### src/rtl/om_pkg.sv
// Shared types, digit encodings and digit helpers for the online-multiplier
// residual-adder sequencer.
package om_pkg;

  typedef enum logic [2:0] {
    IDLE,
    CLEAR,
    INIT,
    RECUR,
    DRAIN,
    DONE
  } om_ctrl_state_t;

  // Signed digit {p,n}, value p-n; 2'b11 carries no weight and behaves as zero.
  localparam logic [1:0] DIG_ZERO = 2'b00;
  localparam logic [1:0] DIG_POS  = 2'b10;
  localparam logic [1:0] DIG_NEG  = 2'b01;

  function automatic logic dig_is_neg(input logic [1:0] d);
    return d == DIG_NEG;
  endfunction

  function automatic logic dig_is_nz(input logic [1:0] d);
    return (d == DIG_POS) || (d == DIG_NEG);
  endfunction

endpackage

### src/rtl/om_step_counter.sv
// Step index counter for om_ctrl: synchronous clear, count enable and the
// terminal compares that end the INIT, RECUR and DRAIN phases.
module om_step_counter #(
  parameter int N     = 8,
  parameter int DELTA = 3,
  parameter int CW    = $clog2(N + DELTA)
) (
  input  logic          clk,
  input  logic          nReset,
  input  logic          clr_i,
  input  logic          en_i,
  output logic [CW-1:0] cnt_o,
  output logic          init_last_o,
  output logic          recur_last_o,
  output logic          drain_last_o
);

  localparam logic [CW-1:0] K_INIT_LAST  = CW'(DELTA - 1);
  localparam logic [CW-1:0] K_RECUR_LAST = CW'(N - 1);
  localparam logic [CW-1:0] K_DRAIN_LAST = CW'(N + DELTA - 1);

  logic [CW-1:0] cnt_q, cnt_d;

  // NOTE: next-state logic uses blocking '=' with a default first so no latch
  // is inferred; the register below is the only place state changes, with '<='.
  always_comb begin
    cnt_d = cnt_q;
    if (clr_i) begin
      cnt_d = '0;
    end else if (en_i) begin
      cnt_d = cnt_q + 1'b1;
    end
  end

  always_ff @(posedge clk or negedge nReset) begin
    if (!nReset) begin
      cnt_q <= '0;
    end else begin
      cnt_q <= cnt_d;
    end
  end

  assign cnt_o        = cnt_q;
  assign init_last_o  = (cnt_q == K_INIT_LAST);
  assign recur_last_o = (cnt_q == K_RECUR_LAST);
  assign drain_last_o = (cnt_q == K_DRAIN_LAST);

endmodule

### src/rtl/om_ctrl.sv
// Sequencer for the shared 4:2 carry-save residual adder of the online multiplier.
// Optional OM_CTRL_ABORT_EN adds an abort input that returns to IDLE with a clear.
module om_ctrl
  import om_pkg::*;
#(
  parameter int N     = 8,
  parameter int DELTA = 3,
  parameter int CW    = $clog2(N + DELTA)
) (
  input  logic          clk,
  input  logic          nReset,
  input  logic          start,
  input  logic          in_valid,
  input  logic [1:0]    x_dig,
  input  logic [1:0]    y_dig,
`ifdef OM_CTRL_ABORT_EN
  input  logic          abort,
`endif
  output logic          in_ready,
  output logic          csa_clr,
  output logic          csa_en,
  output logic          shift_en,
  output logic          sel_x,
  output logic          sel_y,
  output logic          cin1,
  output logic          cin2,
  output logic          out_valid,
  output logic [CW-1:0] step,
  output logic          busy,
  output logic          done
);

  om_ctrl_state_t state_q, state_d;

  logic abort_act;
  logic fire;
  logic cnt_clr, cnt_en;
  logic init_last, recur_last, drain_last;

`ifdef OM_CTRL_ABORT_EN
  assign abort_act = abort && (state_q != IDLE);
`else
  assign abort_act = 1'b0;
`endif

  // A digit pair is consumed only in the handshake phases; abort wins over it.
  assign fire    = in_valid && !abort_act && ((state_q == INIT) || (state_q == RECUR));
  assign cnt_clr = (state_q == CLEAR) || (state_q == DONE) || abort_act;
  assign cnt_en  = fire || (state_q == DRAIN);

  om_step_counter #(
    .N     (N),
    .DELTA (DELTA),
    .CW    (CW)
  ) u_step_counter (
    .clk          (clk),
    .nReset       (nReset),
    .clr_i        (cnt_clr),
    .en_i         (cnt_en),
    .cnt_o        (step),
    .init_last_o  (init_last),
    .recur_last_o (recur_last),
    .drain_last_o (drain_last)
  );

  always_ff @(posedge clk or negedge nReset) begin
    if (!nReset) begin
      state_q <= IDLE;
    end else begin
      state_q <= state_d;
    end
  end

  always_comb begin
    state_d = state_q;
    if (abort_act) begin
      state_d = IDLE;
    end else begin
      unique case (state_q)
        IDLE:    if (start) state_d = CLEAR;
        CLEAR:   state_d = INIT;
        INIT:    if (fire && init_last) state_d = RECUR;
        RECUR:   if (fire && recur_last) state_d = DRAIN;
        DRAIN:   if (drain_last) state_d = DONE;
        DONE:    state_d = IDLE;
        default: state_d = IDLE;
      endcase
    end
  end

  always_comb begin
    in_ready  = 1'b0;
    csa_clr   = 1'b0;
    csa_en    = 1'b0;
    shift_en  = 1'b0;
    sel_x     = 1'b0;
    sel_y     = 1'b0;
    cin1      = 1'b0;
    cin2      = 1'b0;
    out_valid = 1'b0;
    done      = 1'b0;
    busy      = (state_q != IDLE);
    unique case (state_q)
      CLEAR: csa_clr = 1'b1;
      INIT, RECUR: begin
        in_ready = 1'b1;
        if (fire) begin
          csa_en    = 1'b1;
          shift_en  = 1'b1;
          sel_x     = dig_is_nz(x_dig);
          sel_y     = dig_is_nz(y_dig);
          cin1      = dig_is_neg(x_dig);
          cin2      = dig_is_neg(y_dig);
          out_valid = (state_q == RECUR);
        end
      end
      // Drain steps run with zero digits so only the shifted residual advances.
      DRAIN: begin
        csa_en    = 1'b1;
        shift_en  = 1'b1;
        out_valid = 1'b1;
      end
      DONE:    done = 1'b1;
      default: ;
    endcase
    if (abort_act) begin
      in_ready  = 1'b0;
      csa_en    = 1'b0;
      shift_en  = 1'b0;
      sel_x     = 1'b0;
      sel_y     = 1'b0;
      cin1      = 1'b0;
      cin2      = 1'b0;
      out_valid = 1'b0;
      done      = 1'b0;
      csa_clr   = 1'b1;
    end
  end

endmodule

### config.mk
export PLATFORM = sky130hd
export DESIGN_NAME = om_ctrl
export DESIGN_NICKNAME = d
export VERILOG_FILES = /design/src/rtl/om_pkg.sv /design/src/rtl/om_step_counter.sv /design/src/rtl/om_ctrl.sv
export SDC_FILE = /design/constraint.sdc
export NUM_CORES = 1
export LEC_CHECK = 0
export CAP_MARGIN = 10
export CORE_MARGIN = 8
export CORE_UTILIZATION = 33
export DETAILED_ROUTE_END_ITERATION = 7
export PLACE_DENSITY = 0.69
export SYNTH_ARGS = -nofsm -noshare
export SYNTH_HDL_FRONTEND = slang
export SYNTH_HIERARCHICAL = 1
export SYNTH_SLANG_ARGS = --single-unit
### constraint.sdc
create_clock -name clk -period 1.4 [get_ports clk]
set_input_delay 0.14 -clock clk [delete_from_list [all_inputs] [get_ports clk]]
set_output_delay 0.14 -clock clk [all_outputs]
set_load 0.01 [all_outputs]
; Yosys cells after proc, flatten, opt, wreduce, memory -nomap -nowiden
; Index checks and enable logic that the tools add are counted.
[totals]
ff_bits = 7
latchBits = 0
ramBits = 0
romBits = 0
output_inout_bits = 15
word_cells = 54
n_memories = 0
[op_classes]
n_addsub = 1
n_mul = 0
div = 0
order_cmp = 0
eq_ne = 16
n_shift = 0
n_mux = 22
bitwise = 0
reduce_logical = 13
[ops]
columns = cell, count
row1 = $pmux W3 S5, 1
row2 = $mux W1, 13
row3 = $mux W3, 4
row4 = $mux W4, 2
row5 = $eq A3 B2 Y1 const B, 2
row6 = $eq A3 B3 Y1 const B, 2
row7 = $ne A2 B2 Y1 const B, 3
row8 = $logic_or A1 B1 Y1, 5
row9 = $add A4 B1 Y4 const B, 1
row10 = $eq A2 B1 Y1 const B, 2
row11 = $eq A2 B2 Y1 const B, 2
row12 = $eq A4 B2 Y1 const B, 1
row13 = $eq A4 B3 Y1 const B, 1
row14 = $eq A4 B4 Y1 const B, 1
row15 = $pmux W1 S2, 2
row16 = $reduce_and A4 Y1, 1
row17 = $eq A3 B1 Y1 const B, 1
row18 = $logic_and A1 B1 Y1, 3
row19 = $logic_not A3 Y1, 1
row20 = $reduce_bool A3 Y1, 1
row21 = $ne A2 B1 Y1 const B, 1
row22 = $reduce_bool A2 Y1, 1
row23 = $reduce_or A2 Y1, 1

; Longest topological paths before layout
[logic_depth]
ltp_word = 6
depth_mapped = 6

; By module
; Netlist, hierarchy kept.
[by_module_without_submodules]
columns = module, instances, cells_each, area_each_um2, seq_area_each_um2
row1 = om_ctrl, 1, 35, 265.3, 75.1
row2 = om_step_counter, 1, 23, 237.7, 100.1

; Worst setup path after synthesis
; No wires, ideal clock.
[synth_path]
kind = register to register
from = register state_q[2]
to = register u_step_counter.cnt_q[3], in the netlist u_step_counter/cnt_o[3]
t_arrival_ps = 1354
required_ps = 1275
path_slack_ps = -79
stages_incl_launch_ff = 6
path_buffers = 0
synth_period_minus_slack_ps = 1479
cell_sequence = dfrtp_1 nor2b_2 nand2_1 nand2_1 nand4_1 mux2_4
[synth_between]
elab_chain_len = 5
elab_cells_between_ends = 11
classes_between = eq/ne (5) / mux (1) / reduce/logical (5)
[synth_rtl]
columns = element, line_no
row1 = from (decl), om_ctrl.sv:33  ; om_ctrl_state_t state_q, state_d;
row2 = from (signal assigned), om_ctrl.sv:70  ; state_q <= state_d;
row3 = $eq A3 B2 Y1, om_ctrl.sv:47  ; assign fire = in_valid && !abort_act && ((state_q == INIT) || (state_q == RECUR));
row4 = $logic_or A1 B1 Y1, om_ctrl.sv:47
row5 = $logic_and A1 B1 Y1, om_ctrl.sv:47
row6 = $logic_or A1 B1 Y1 (*), om_ctrl.sv:49  ; assign cnt_en = fire || (state_q == DRAIN);
row7 = named net cnt_en, om_ctrl.sv:37  ; logic cnt_clr, cnt_en;
row8 = $reduce_bool A2 Y1 (no source line) (*), --
row9 = to (signal assigned), om_step_counter.sv:39  ; cnt_q <= cnt_d;
row10 = to (decl), om_step_counter.sv:22  ; logic [CW-1:0] cnt_q, cnt_d;
; The timed path passes the listed nets; every way through them passes the cells marked *.
; A chain may end at the register's enable or synchronous reset.

; Final worst setup path
[layout_path]
from = register state_q[0]
to = output port busy
[layout_between]
elab_chain_len = 1
[layout_rtl]
columns = element, line_no
row1 = $reduce_bool A3 Y1, om_ctrl.sv:102  ; busy = (state_q != IDLE);
row2 = to (decl), om_ctrl.sv:29  ; output logic busy,
; No other way between the ends.

==> qor.txt <==
crit-path max cell delay = 0.40 ns
period utilisation layout = 1.064
Startpoint Class = flip-flop
DRT Wirelength = 1544 um
Max VDD drop = 0.0009336 V
Setup TNS Final = -0.08942 ns
number of flops mapped to enable cells by yosys = 0
top cell type by total area after synthesis = dfrtp_1
die height = 55.04 um
die width = 55.04 um
FFs w/ async S/R, synth = 1.000
multi-input logic area = 349.1 um2
Core ar. = 1471 um2
Layout area overhead = 77.36%
fin area = 892.1 um2
max-slew violations = 0
max frequency = 671.4 MHz
leakage = 0.0004832 uW
share of layout cells above drive strength 1 = 0.4082
row cnt = 14
post-synthesis sequential area ratio = 0.3483
Total GRT Usage = 0.1074
failing checks = setup timing
CTS Buf Count = 3
TritonCTS Sinks = 7
latest clock arrival within the worst-skew pair = 0.25 ns
CTS tree = built
commonest cells in the netlist = nand2_1, dfrtp_1, nor2_1, ha_1
count leader, synth = nand2_1
Worst Path Buf+Inv = 3
Root Buffer = clkbuf_4
Starting Density = 0.3418
Critical Path RT = 1.26 ns
GPL Wtd Cong = 0.7223
Hold Buf Count CTS = 0
worst relative slew slack = 0.7613
via count = 544
Remaining Overflow, GRT = 0
Synth cell types = 26
DRC violations left = 0
Post-Syn Instances = 58
Post-Syn Nets = 70
final setup margin = -0.08942 ns
DP Area = 810.8 um2
wire per inst = 13.54 um
RSZ-0062 raised after global routing = true
Final ANT Viol Nets = 0
Register Area = 178.9 um2
Clock Pin Slew Worst Setup and Hold Paths = 0.06 ns
Die Area = 3029 um2
Synth Flop Type = dfrtp_1
Slew @ Worst Pin = 0.3570 ns
Max Cap Viol = 0
Detail Placement HPWL = 1094 um
most used cell, CP = buf_6
initial antenna violation count = 0
skew final = 0.003788 ns
IO Count = 23
Yosys Warn Count = 6
htree depth = 1
layout net count = 111
IO buf count = 22
average size of a mapped cell = 8.672 um2
crit-path cells = buf_6 > buf_6 > or3_1 > buf_2
WP data arrival = 1.35 ns
status = finished with violations
hold_ws = 0.1640 ns
worst-path fanout max = 3
number of setup violations in the final report = 1
Synth top area share = 0.3483
largest net degree at the start of global routing = 8
post-layout min period = 1.489 ns
hold violation count in the final report = 0
CP max stage cell = dfrtp_1
Worst Setup End Kind = output port
DRT iter0 DRCs = 4
Syn Std Cell Area = 503.0 um2
HP Class = primary input to asynchronous set/reset pin
first-pass GRT wire length = 2428 um
vias per inst = 4.772
P per Cell Area = 1704 nW/um2
TritonRoute pass-1 iters = 2
top cells by area, synth = dfrtp_1, ha_1, nand2_1, and3b_1, nor2_1
Antenna diodes = 0
number of global-route vias before repair = 564
Layout fillers = 142
Clock Tree Buf Depth = 2
#FFs+latches synth = 7
delay-heaviest family, CP = flip-flops
total power = 1520 uW
worst setup path class = flip-flop to output port
## registers in the layout, summed over array words and instances, names as in the netlist
signal and cells:
state_q 3, u_step_counter/cnt_o 4
## routing by layer
| layer | up-vias | track usage | part of all wire |
|---|---|---|---|
| li1 | 276 | - | - |
| met1 | 256 | 0.1156 | 0.42 |
| met2 | 12 | 0.1996 | 0.51 |
| met3 | 0 | 0.02406 | 0.072 |
| met4 | 0 | 0.03600 | 0 |
| met5 | - | 0 | 0 |
## power by group
group | switching, uW | internal, uW
Clock | 77.2 | 109
Sequential | 106 | 294
Combinational | 382 | 552
## kinds of logic after synthesis
family / Yosys count / share of synthesized area
adders and majority gates: 4 / 0.09951
and+or+nand+nor: 35 / 0.3881
buffers and inverters: 4 / 0.03732
AOI/OAI and AO/OA: 6 / 0.07961
DFF: 7 / 0.3483
muxes: 1 / 0.02984
xor gates and xnor gates: 1 / 0.01742
## what timing repair did
item,in CTS,in global routing
setup endpoints to repair,13,17
setup buffers,5,1
pin swaps,0,6
gates resized for setup,41,19
## cell usage in the layout, fill, tap and decap left out, types with 2 or more instances in the layout
cell / Yosys / final
nor2b_1: 3 / 2
buf_6: 0 / 5
clkdlybuf4s50_1: 0 / 9
a21oi_1: 2 / 2
and3b_1: 3 / 3
clkbuf_4: 0 / 3
nand2_4: 0 / 3
and2_1: 3 / 3
nand4_1: 2 / 2
dlymetal6s2s_1: 0 / 2
ha_1: 4 / 3
dfrtp_1: 7 / 4
buf_4: 1 / 10
nor2_1: 6 / 5
dfrtp_2: 0 / 3
nand2_1: 9 / 6
buf_2: 0 / 9
inv_1: 3 / 3
## worst paths after layout
path                                          from                       to  slack, ns  cells past startpoint
max reg2reg                u_step_counter/cnt_o[0]               state_q[0]       0.05                      6
min reg2reg                u_step_counter/cnt_o[1]  u_step_counter/cnt_o[1]       0.61                      2
min in group clk                             start               state_q[0]       0.49                      3
min                                         nReset               state_q[1]       0.16                      1
max                                     state_q[0]                     busy      -0.09                      4
max in group asynchronous                   nReset  u_step_counter/cnt_o[2]       0.95                      1
## worst reg2reg max path, cell delays in order (launching register included)
cell and delay [ns]:
dfrtp_1 0.43, inv_1 0.07, ha_1 0.21, nor3b_1 0.14
and3b_1 0.17, o21ai_1 0.12, o211ai_1 0.09
## layout make-up
cell class,count,area share
Clock buffer,4,0.02945
Inverter,3,0.01262
Multi-Input combinational cell,47,0.3913
Sequential cell,7,0.2006
Tap cell,16,0.02244
Timing Repair Buffer,37,0.3436
## stage by stage
step,worst slack (ns),util,std cells
2_1_floorplan,0.000005440,-,58
3_3_place_gp,-0.2650,0.5510,104
3_5_place_dp,-0.2834,0.5510,104
4_1_cts,-0.07731,0.5978,113
5_1_grt,-0.1431,0.6063,114
6_report,-0.08942,0.6063,114
Note: power is estimated with default switching activity, not from simulation.
==> RTL edit: new RTL, config.mk and constraints unchanged <==
Compare `cnt_q` against `K_RECUR_LAST` with >= in place of ==.
--- a/src/rtl/om_step_counter.sv
+++ b/src/rtl/om_step_counter.sv
@@ -43,5 +43,5 @@
   assign cnt_o        = cnt_q;
   assign init_last_o  = (cnt_q == K_INIT_LAST);
-  assign recur_last_o = (cnt_q == K_RECUR_LAST);
+  assign recur_last_o = (cnt_q >= K_RECUR_LAST);
   assign drain_last_o = (cnt_q == K_DRAIN_LAST);
 
Check against the original RTL: same outputs for any inputs over 10 cycles, from zero or initial values and one cycle with nReset low; that may be too few to reach the edited logic, so the function may still have changed.
==> RTL edit against the unedited design <==
The run still ends with setup timing left; synthesized area stayed put; sequential power decreased by 9.0%; first-iteration DRC count shrank 75%; largest cell class unchanged; routed wire length is 4.6% lower; fmax grew 5.2%; worst setup slack improved by 74 ps; total power increased by 0.45%; final area rose by 2.2%; sequential share of layout area decreased by 0.44 points; die area unchanged; worst hold slack lost 12 ps; sequential cell count unchanged.
==> RTL edit: results (changes against the unedited design) <==
result of the run: complete, but fails checks
violated checks: setup timing
Worst-path clk slew: 50 ps
DR pass1 iterations: 3 (+1)
CP arrival: 1280 ps (-70 ps)
synthesized netlist net count: 69 (-1.4%)
reg2reg start: state_q[0]$_DFFE_PN0P_
DR iter-0 viols: 1 (-3)
met3 wire len: 92 um (-17%)
DRT met1 WL: 570 um (-12%)
Placer Congestion: 0.731 (+1.2%)
clock latency on the worst-skew pair: 250 ps (about the same)
Post-Place Cell Area: 818 um2 (+0.93%)
max FFs per register: 4 (unchanged)
Distinct cells, synth: 27 (+3.8%)
Setup WS post-layout: -15.9 ps (+73.6 ps)
Reg2Reg Setup Slack: 50 ps (about the same)
wire per inst: 13.0 um (-3.8%)
global routing usage on met3: 0.0321 (+0.00802)
Layout Nets: 110 (-0.90%)
vias in the first global route: 575 (+2.0%)
met2 Track Usage GR: 0.201 (+0.00187)
Synth area leaders: dfrtp_1 (35%), ha_1 (10%), nand2_1 (6.0%)
largest net degree at the start of global routing: 8 (unchanged)
WHS: 152 ps (-12.3 ps)
ant diodes: 0 (unchanged)
top cells by count, synth: nand2_1 (8), dfrtp_1 (7), nor2_1 (5)
Clock Skew: 3.58 ps (-0.205 ps)
estimated wirelength of the detail-placed design: 1110 um (+1.8%)
wire length on met2: 802 um (+1.9%)
Worst VDD drop: 1.14 mV (+22%)
vias per cell: 4.81 (+0.70%)
# port buffers: 22 (unchanged)
uppermost layer routed: met4
Total Routing Usage GR: 0.108 (+0.000306)
root buf cell: clkbuf_4
CP max FO: 4 (+1)
M1 GR Usage: 0.106 (-0.00990)
setup TNS: -15.9 ps (+73.6 ps)
Vias: 543 (-0.18%)
Mapped Cells: 57 (-1.7%)
FF-to-FF End: u_step_counter/cnt_o[3]$_DFFE_PN0P_
Leak: 0.000496 uW (+2.6%)
sequential cell area fraction in the yosys report: 0.348 (unchanged)
first-pass GRT wire length: 2390 um (-1.7%)
share of cells above drive strength 1: 0.454 (+0.0454)
Slew @ Worst Pin: 328 ps (-28.9 ps)
Num CTS Buffers: 3 (unchanged)
Fillers: 136 (-4.2%)
setup violators final: 1 (unchanged)
==> RTL edit: worst max-delay path, cell delays in order (launching register included) <==
cell,delay [ps]
dfrtp_1,400
buf_6,140
or3_1,350
buf_2,140
==> RTL edit: repair_timing <==
item,4_1_cts,5_1_grt
setup buffers,5,0
pin swaps,1,8
resized for setup,46,20
setup endpoints to repair,13,13
==> RTL edit: final cells by class <==
class,instances,area [um2],area share
flip-flops and latches,7,179,0.196
repair buffers,37,318,0.348
inverters,3,11.3,0.0123
multi-input cells,46,358,0.392
well taps,16,20.0,0.0219
clock buffers,4,26.3,0.0288
==> RTL edit: how the worst max path moves through the flow <==
stage | start | to | slack, ps | cells after the start
floorplan | state_q[2]$_DFFE_PN0P_ | u_step_counter/cnt_o[3]$_DFFE_PN0P_ | 0.002 | 5
global placement | y_dig[1] | sel_y | -280 | 5
detailed placement | y_dig[1] | sel_y | -300 | 5
CTS | state_q[2]$_DFFE_PN0P_ | shift_en | -100 | 5
global route | state_q[0]$_DFFE_PN0P_ | busy | -80 | 3
finish | state_q[0]$_DFFE_PN0P_ | busy | -20 | 3
==> RTL edit: where the power goes <==
part,switching (uW),internal [uW]
registers,75.3,289
clock network,71.5,109
logic,418,565
==> RTL edit: metrics by stage <==
step | utilization | setup WS (ps)
floorplan | - | 0.00211
global placement | 0.556 | -277
detailed placement | 0.556 | -297
CTS | 0.596 | -102
global route | 0.620 | -83.0
finish | 0.620 | -15.9
==> RTL edit: cells by family after synthesis <==
kind of cell,after synthesis,synth area share
XOR/XNOR,1,0.0174
flip-flops,7,0.348
AO/OA/AOI/OAI,7,0.0945
AND/OR/NAND/NOR,33,0.373
multiplexers,1,0.0298
buffers and inverters,4,0.0373
adder cells (fa/ha/maj),4,0.0995
